## src/rtl/matmul_sequencer_if.sv

```systemverilog
// Control and ROM-addressing bundle between a matmul datapath controller (master)
// and the matmul_sequencer (slave).
interface matmul_sequencer_if;
  logic        start;
  logic        hold;
  logic        busy;
  logic        done;
  logic [11:0] rom_a_addr;
  logic [5:0]  rom_b_addr;
  logic        addr_valid;
  logic        acc_en;
  logic        acc_first;
  logic        row_valid;
  logic [5:0]  row_index;
  logic [15:0] cycle_count;

  modport master (
    output start, hold,
    input  busy, done, rom_a_addr, rom_b_addr, addr_valid,
    input  acc_en, acc_first, row_valid, row_index, cycle_count
  );

  modport slave (
    input  start, hold,
    output busy, done, rom_a_addr, rom_b_addr, addr_valid,
    output acc_en, acc_first, row_valid, row_index, cycle_count
  );
endinterface

```

## src/rtl/matmul_sequencer.sv

```systemverilog
// Beat sequencer for a ROWS x N matrix-vector product: issues ROM addresses and
// ROM_LAT-aligned accumulator controls. MATMUL_SEQ_CYCLE_COUNT_EN enables cycle_count.
module matmul_sequencer #(
  parameter int ROWS    = 64,
  parameter int N       = 64,
  parameter int LANES   = 8,
  parameter int ROM_LAT = 2
) (
  input logic              clock,
  input logic              reset_l,
  matmul_sequencer_if.slave bus
);
  localparam int BEATS  = N / LANES;
  localparam int BEAT_W = (BEATS > 1) ? $clog2(BEATS) : 1;
  localparam int ROW_W  = (ROWS > 1) ? $clog2(ROWS) : 1;
  localparam logic [BEAT_W-1:0] LAST_BEAT = BEAT_W'(BEATS - 1);
  localparam logic [ROW_W-1:0]  LAST_ROW  = ROW_W'(ROWS - 1);

  localparam logic [1:0] IDLE  = 2'd0;
  localparam logic [1:0] ISSUE = 2'd1;
  localparam logic [1:0] DRAIN = 2'd2;
  localparam logic [1:0] FIN   = 2'd3;

  logic [1:0]        state;
  logic [BEAT_W-1:0] beat;
  logic [ROW_W-1:0]  row;
  logic [11:0]       a_addr;

  logic [ROM_LAT-1:0] vld_p, first_p, last_p, final_p;
  logic [ROW_W-1:0]   row_p [ROM_LAT];

  logic              row_vld;
  logic              row_final;
  logic [ROW_W-1:0]  row_idx;

  logic issue, beat_end, run_end;

  assign issue    = (state == ISSUE);
  assign beat_end = (beat == LAST_BEAT);
  assign run_end  = beat_end && (row == LAST_ROW);

  // Everything, including the ROM-latency delay line, freezes as one while hold is high.
  always_ff @(posedge clock or negedge reset_l) begin
    if (!reset_l) begin
      state     <= IDLE;
      beat      <= '0;
      row       <= '0;
      a_addr    <= '0;
      vld_p     <= '0;
      first_p   <= '0;
      last_p    <= '0;
      final_p   <= '0;
      for (int i = 0; i < ROM_LAT; i++) row_p[i] <= '0;
      row_vld   <= 1'b0;
      row_final <= 1'b0;
      row_idx   <= '0;
    end else if (!bus.hold) begin
      case (state)
        IDLE: begin
          if (bus.start) begin
            state  <= ISSUE;
            beat   <= '0;
            row    <= '0;
            a_addr <= '0;
          end
        end
        ISSUE: begin
          // rom_a_addr = row*BEATS + beat is simply a linear beat count
          a_addr <= a_addr + 12'd1;
          if (beat_end) begin
            beat <= '0;
            row  <= row + ROW_W'(1);
          end else begin
            beat <= beat + BEAT_W'(1);
          end
          if (run_end) state <= DRAIN;
        end
        DRAIN: begin
          if (row_vld && row_final) state <= FIN;
        end
        default: state <= IDLE;
      endcase

      // stage p0: tags captured alongside the address beat
      vld_p[0]   <= issue;
      first_p[0] <= issue && (beat == '0);
      last_p[0]  <= issue && beat_end;
      final_p[0] <= issue && run_end;
      row_p[0]   <= row;
      for (int i = 1; i < ROM_LAT; i++) begin
        vld_p[i]   <= vld_p[i-1];
        first_p[i] <= first_p[i-1];
        last_p[i]  <= last_p[i-1];
        final_p[i] <= final_p[i-1];
        row_p[i]   <= row_p[i-1];
      end

      // stage after the ROM data: the last add of a row has just landed
      row_vld   <= vld_p[ROM_LAT-1] && last_p[ROM_LAT-1];
      row_final <= vld_p[ROM_LAT-1] && final_p[ROM_LAT-1];
      if (vld_p[ROM_LAT-1] && last_p[ROM_LAT-1]) row_idx <= row_p[ROM_LAT-1];
    end
  end

  assign bus.busy       = (state != IDLE);
  assign bus.done       = (state == FIN) && !bus.hold;
  assign bus.addr_valid = issue && !bus.hold;
  assign bus.rom_a_addr = a_addr;
  assign bus.rom_b_addr = 6'(beat);
  assign bus.acc_en     = vld_p[ROM_LAT-1] && !bus.hold;
  assign bus.acc_first  = vld_p[ROM_LAT-1] && first_p[ROM_LAT-1] && !bus.hold;
  assign bus.row_valid  = row_vld && !bus.hold;
  assign bus.row_index  = 6'(row_idx);

`ifdef MATMUL_SEQ_CYCLE_COUNT_EN
  logic [15:0] cyc_cnt;

  always_ff @(posedge clock or negedge reset_l) begin
    if (!reset_l) begin
      cyc_cnt <= '0;
    end else if (!bus.hold) begin
      if (state == IDLE) begin
        if (bus.start) cyc_cnt <= '0;
      end else if (cyc_cnt != 16'hFFFF) begin
        cyc_cnt <= cyc_cnt + 16'd1;
      end
    end
  end

  assign bus.cycle_count = cyc_cnt;
`else
  assign bus.cycle_count = '0;
`endif

endmodule
```

## src/flat_wrapper.sv

```systemverilog
// flat-port wrapper written by rule: the top's interface ports become plain ports
module matmul_sequencer_flat 
#(
  parameter int ROWS    = 64,
  parameter int N       = 64,
  parameter int LANES   = 8,
  parameter int ROM_LAT = 2
)
  (clock, reset_l, bus_start, bus_hold, bus_busy, bus_done, bus_rom_a_addr, bus_rom_b_addr, bus_addr_valid, bus_acc_en, bus_acc_first, bus_row_valid, bus_row_index, bus_cycle_count);
  matmul_sequencer_if bus_i ();
  input logic clock;
  input logic reset_l;
  input wire logic [$bits(bus_i.start)-1:0] bus_start;
  input wire logic [$bits(bus_i.hold)-1:0] bus_hold;
  output wire logic [$bits(bus_i.busy)-1:0] bus_busy;
  output wire logic [$bits(bus_i.done)-1:0] bus_done;
  output wire logic [$bits(bus_i.rom_a_addr)-1:0] bus_rom_a_addr;
  output wire logic [$bits(bus_i.rom_b_addr)-1:0] bus_rom_b_addr;
  output wire logic [$bits(bus_i.addr_valid)-1:0] bus_addr_valid;
  output wire logic [$bits(bus_i.acc_en)-1:0] bus_acc_en;
  output wire logic [$bits(bus_i.acc_first)-1:0] bus_acc_first;
  output wire logic [$bits(bus_i.row_valid)-1:0] bus_row_valid;
  output wire logic [$bits(bus_i.row_index)-1:0] bus_row_index;
  output wire logic [$bits(bus_i.cycle_count)-1:0] bus_cycle_count;
  assign bus_i.start = bus_start;
  assign bus_i.hold = bus_hold;
  assign bus_busy = bus_i.busy;
  assign bus_done = bus_i.done;
  assign bus_rom_a_addr = bus_i.rom_a_addr;
  assign bus_rom_b_addr = bus_i.rom_b_addr;
  assign bus_addr_valid = bus_i.addr_valid;
  assign bus_acc_en = bus_i.acc_en;
  assign bus_acc_first = bus_i.acc_first;
  assign bus_row_valid = bus_i.row_valid;
  assign bus_row_index = bus_i.row_index;
  assign bus_cycle_count = bus_i.cycle_count;
  matmul_sequencer #(.ROWS(ROWS), .N(N), .LANES(LANES), .ROM_LAT(ROM_LAT)) u_core (.clock(clock), .reset_l(reset_l), .bus(bus_i));
endmodule
```

## config.mk

```make
export PLATFORM = sky130hd
export DESIGN_NAME = matmul_sequencer_flat
export DESIGN_NICKNAME = d
export VERILOG_FILES = /design/src/rtl/matmul_sequencer_if.sv /design/src/rtl/matmul_sequencer.sv /design/src/flat_wrapper.sv
export SDC_FILE = /design/constraint.sdc
export NUM_CORES = 1
export LEC_CHECK = 0
export ABC_AREA = 1
export BUFFER_PORTS_ARGS = -buffer_cell sky130_fd_sc_hd__buf_2
export CORE_UTILIZATION = 55
export DETAILED_ROUTE_END_ITERATION = 6
export PLACE_DENSITY = 0.83
export SLEW_MARGIN = 30
export SYNTH_ARGS = -nofsm -noshare
export SYNTH_HDL_FRONTEND = slang
export SYNTH_SLANG_ARGS = --single-unit
export TNS_END_PERCENT = 100
```

## constraint.sdc

```tcl
create_clock -name clock -period 1.9 [get_ports clock]
set_clock_uncertainty 0.05 [all_clocks]
set_input_delay 0.19 -clock clock [delete_from_list [all_inputs] [get_ports clock]]
set_output_delay 0.19 -clock clock [all_outputs]
set_load 0.01 [all_outputs]
```

==> results.tsv <==
stage	metric	value	unit
drt	total wirelength of the detailed-routed design	4.82	mm
timing	setup tns final	0	ns
pwr	internal power component	1.81	mW
worst_setup_path	signal arrival time at the worst endpoint	1.56	ns
timing	final setup slack of the worst path	0.0955	ns
timing	Finish-stage setup viols	0	
yosys	post-synthesis register bit count	51	
run_status	run status	finished, violations left	
grt	number of global-route vias before repair	1895	
run_status	failing checks	design-rule violations	
yosys	adder-cell share of the synthesized area	0.0430	
drt	detailed-route via count	2021	
yosys	top cells by area, synth	sky130_fd_sc_hd__dfrtp_1 49%, sky130_fd_sc_hd__nand2_1 11%, sky130_fd_sc_hd__buf_4 5.4%, sky130_fd_sc_hd__inv_1 5.4%, sky130_fd_sc_hd__ha_1 4.3%	
pwr	leakage power figure	1.58	nW
layout	synthesis-to-finish area growth	9.03	%
die	Std-Cell Rows	24	
placed_design	Port Buffers	30	
pwr	power after layout	2.92	mW
grt	pin count of the biggest net entering global routing	52	
worst_setup_path	critical path data required time	1.66	ns
die	vertical die dimension	71.0	um
yosys	Yosys warning total	0	
layout	Diodes inserted	0	
yosys	synthesized instance count	310	
clock_tree	number of buffers created by CTS	5	
worst_setup_path	Reg2Reg Depth	8	
drt	met3 wire len	253	um
timing	RSZ-0062 raised after global routing	false	
worst_setup_path	crit end category	output port	
yosys	most numerous cell in the Yosys netlist	sky130_fd_sc_hd__nand2_1	
min_path	source of the worst hold timing path	bus_hold	
yosys	number of enable-type register cells in the synthesized netlist	0	
timing	Achievable Freq	554	MHz
clock_tree	Clock Sinks	51	
die	Top-Level Pins	50	
yosys	area share of and/or/nand/nor cells after synthesis	0.236	
yosys	post-synthesis compound-gate area fraction	0.0722	
grt	antenna violations before repair	0	
yosys	Post-synth top cells	79 x sky130_fd_sc_hd__nand2_1, 51 x sky130_fd_sc_hd__dfrtp_1, 38 x sky130_fd_sc_hd__inv_1	
yosys	average cell area after synthesis	8.44	sq um
pwr	share of power burned in registers	0.463	
die	width of the die	71.0	um
layout	final layout net count	358	
pwr	VDD IR max	0.446	mV
min_path	min-delay worst type	in2reg	
worst_setup_path	startpoint of the most critical register-to-register path	u_core.state[0]	
worst_setup_path	largest stage delay on the critical path	0.43	ns
worst_setup_path	Crit-path slowest cell	sky130_fd_sc_hd__dfrtp_1	
drt	Via-to-Cell Ratio	5.08	
worst_setup_path	element type at the critical path start	register	
min_path	hold-critical path depth	3	
clock_tree	CTS max path bufs	2	
yosys	Post-Synthesis Cell Area	0.00262	sq mm
layout	layout cell share with drive strength beyond 1	0.182	
timing	Rel. slew slack	0.580	
drt	post-detailed-route count of antenna-violating nets	0	
die	area of the core	0.00447	sq mm
drt	DRC violation count after routing	7	
yosys	multiplexer area fraction after synthesis	0.0258	
clock_tree	clk slew on worst S/H paths	0.10	ns
yosys	share of synthesized flip-flops with an asynchronous set or reset	1.00	
worst_setup_path	worst setup path category	reg2out	
clock_tree	TritonCTS clock tree	built	
timing	final max-slew violation count	0	
layout	Post-Route Utilization	0.638	
yosys	Yosys top cell area share	0.488	
clock_tree	Clock Root Buffer	sky130_fd_sc_hd__clkbuf_8	
pwr	clock share of power	0.225	
worst_setup_path	endpoint of the most critical register-to-register path	u_core.state[0]	
clock_tree	number of H-tree branching levels	2	
drt	count of routing violations after the opening detailed-route iteration	168	
die	Initial Utilization	0.585	
worst_setup_path	series of cell instances along the critical path	inv_1, ha_1, inv_4, nor2_1, buf_2	
pwr	combinational share of power	0.312	
worst_setup_path	Worst R2R Setup Slack	0.13	ns
grt	grt total ovfl	0	
timing	fin crit period	1.80	ns
die	die area	0.00504	sq mm
yosys	part of the Yosys area used for sequential elements	0.488	
drt	WL per Instance	12.1	um
clock_tree	number of setup buffers added after CTS	0	
placed_design	GP Congestion	0.899	
timing	Final period util	0.950	
min_path	terminating pin of the worst hold path	u_core.vld_p[1]	
yosys	number of distinct library cells after synthesis	27	
yosys	combinational family with the most area after synthesis	simple AND/OR/NAND/NOR gates	
drt	top routing layer in use	met4	
placed_design	pre-CTS WS	0.163	ns
timing	actual transition at the worst max-transition pin	0.630	ns
run	number of max-capacitance violations reported	0	
drt	routed wire length on met2	2.29	mm
worst_setup_path	critical path peak fanout	5	
yosys	most area-hungry cell type in the Yosys netlist	sky130_fd_sc_hd__dfrtp_1	
drt	detailed-routing iteration count for the pre-antenna-repair pass	7	
worst_setup_path	worst setup path startpoint	u_core.state[1]	
grt	GRT Resource Usage Total	0.210	
pwr	switching part of the total power	0.380	
grt	wire length of the first global-routing pass	8.38	mm
pwr	switching power	1.11	mW
yosys	post-synthesis share of cell area spent on xor and xnor gates	0	
yosys	Primary FF master, synth	sky130_fd_sc_hd__dfrtp_1	
placed_design	detailed placement HPWL	3.52	mm
pwr	power density of the placed cells	1020	mW/mm^2
drt	met1 WL	2.24	mm
clock_tree	clock latency of the later-clocked register in the worst-skew pair	0.31	ns
timing	Hold Violations, Final	0	
## stage by stage
step	hold slack (ns)	instances	cell area, sq um
global placement	0.288	389	2740
floorplan	-0.156	328	2690
global route	0.209	398	2850
finish	0.168	398	2850
detailed placement	0.293	389	2740
CTS	0.171	398	2850
## power by group through the flow
stage	Sequential, mW	Clock [mW]	Combinational (mW)
detailed placement	1.38	0	0.898
CTS	1.35	0.669	0.907
floorplan	1.37	0	0.686
global placement	1.37	0	0.867
finish	1.35	0.657	0.911
global route	1.38	0.714	1.03
## state kept, by name (all words and copies together) (netlist names)
name / count
u_core.vld_p: 2
u_core.state: 2
u_core.row_final: 1
u_core.row_vld: 1
u_core.final_p: 2
u_core.bus.rom_a_addr: 12
u_core.row_p: 12
u_core.row: 6
u_core.beat: 3
u_core.last_p: 2
u_core.bus.row_index: 6
u_core.first_p: 2
## critical path, delay by kind of cell (launching register included)
kind	cells	cell delay, ns
adder cells (fa/ha/maj)	1	0.23
flip-flops	1	0.43
AND/OR/NAND/NOR	1	0.25
buffers and inverters	3	0.35
## metal layers
layer,global-route usage,vias up
met5,0,-
met4,0.0756,0
met3,0.0328,5
met2,0.354,60
met1,0.276,948
li1,-,1008
## cell type report
cell class	instances	area, sq um
multi-input combinational	210	1060
sequential	51	1280
clock buffer	5	68.8
timing repair buffer	36	198
fill	366	1620
tap	52	65.1
inverter	41	156
clock inverter	3	26.3
## cells by family after synthesis
group           after synthesis
compound gates               34
fa+ha+maj                     9
buf+inv                      67
flops                        51
mux                           6
other cells                   1
simple gates                142
## cells in the final DEF, fill, tap and decap left out
cell type | synthesis | final
sky130_fd_sc_hd__nor3_1 | 3 | 3
sky130_fd_sc_hd__conb_1 | 1 | 19
sky130_fd_sc_hd__nor2_2 | 4 | 3
sky130_fd_sc_hd__buf_2 | 2 | 30
sky130_fd_sc_hd__nand2_2 | 2 | 2
sky130_fd_sc_hd__o22ai_1 | 1 | 1
sky130_fd_sc_hd__nand3_1 | 22 | 22
sky130_fd_sc_hd__ha_1 | 9 | 9
sky130_fd_sc_hd__a22o_1 | 2 | 2
sky130_fd_sc_hd__nand3_4 | 1 | 1
sky130_fd_sc_hd__nor2_4 | 1 | 2
sky130_fd_sc_hd__nand2_1 | 79 | 79
sky130_fd_sc_hd__inv_4 | 1 | 1
sky130_fd_sc_hd__a21oi_1 | 7 | 7
sky130_fd_sc_hd__inv_6 | 0 | 2
sky130_fd_sc_hd__a21oi_2 | 2 | 2
sky130_fd_sc_hd__dfrtp_1 | 51 | 51
sky130_fd_sc_hd__clkbuf_8 | 0 | 5
sky130_fd_sc_hd__inv_1 | 38 | 38
sky130_fd_sc_hd__nor2_1 | 25 | 25
sky130_fd_sc_hd__buf_4 | 19 | 5
sky130_fd_sc_hd__clkinv_4 | 0 | 1
sky130_fd_sc_hd__inv_2 | 2 | 2
sky130_fd_sc_hd__o21ai_0 | 21 | 21
sky130_fd_sc_hd__dlygate4sd3_1 | 0 | 1
sky130_fd_sc_hd__o21bai_1 | 1 | 1
sky130_fd_sc_hd__mux2_2 | 6 | 6
sky130_fd_sc_hd__nand2_4 | 1 | 1
sky130_fd_sc_hd__nand4_1 | 4 | 4
## how the worst max path moves through the flow
stage | depth (start not counted) | endpoint
after floorplan | 11 | u_core.row[4]
after global placement | 8 | u_core.bus.rom_a_addr[10]
after detailed placement | 8 | u_core.state[0]
after CTS | 5 | bus_addr_valid
after global routing | 5 | bus_addr_valid
final | 5 | bus_addr_valid
## timing repair
| item | in CTS | in global routing |
|---|---|---|
| hold buffers | 1 | 0 |
| endpoints found under the hold margin | 51 | 0 |
| resized for setup | 0 | 1 |
| endpoints found under the setup margin | 0 | 4 |
Note: power is estimated with default switching activity, not from simulation.
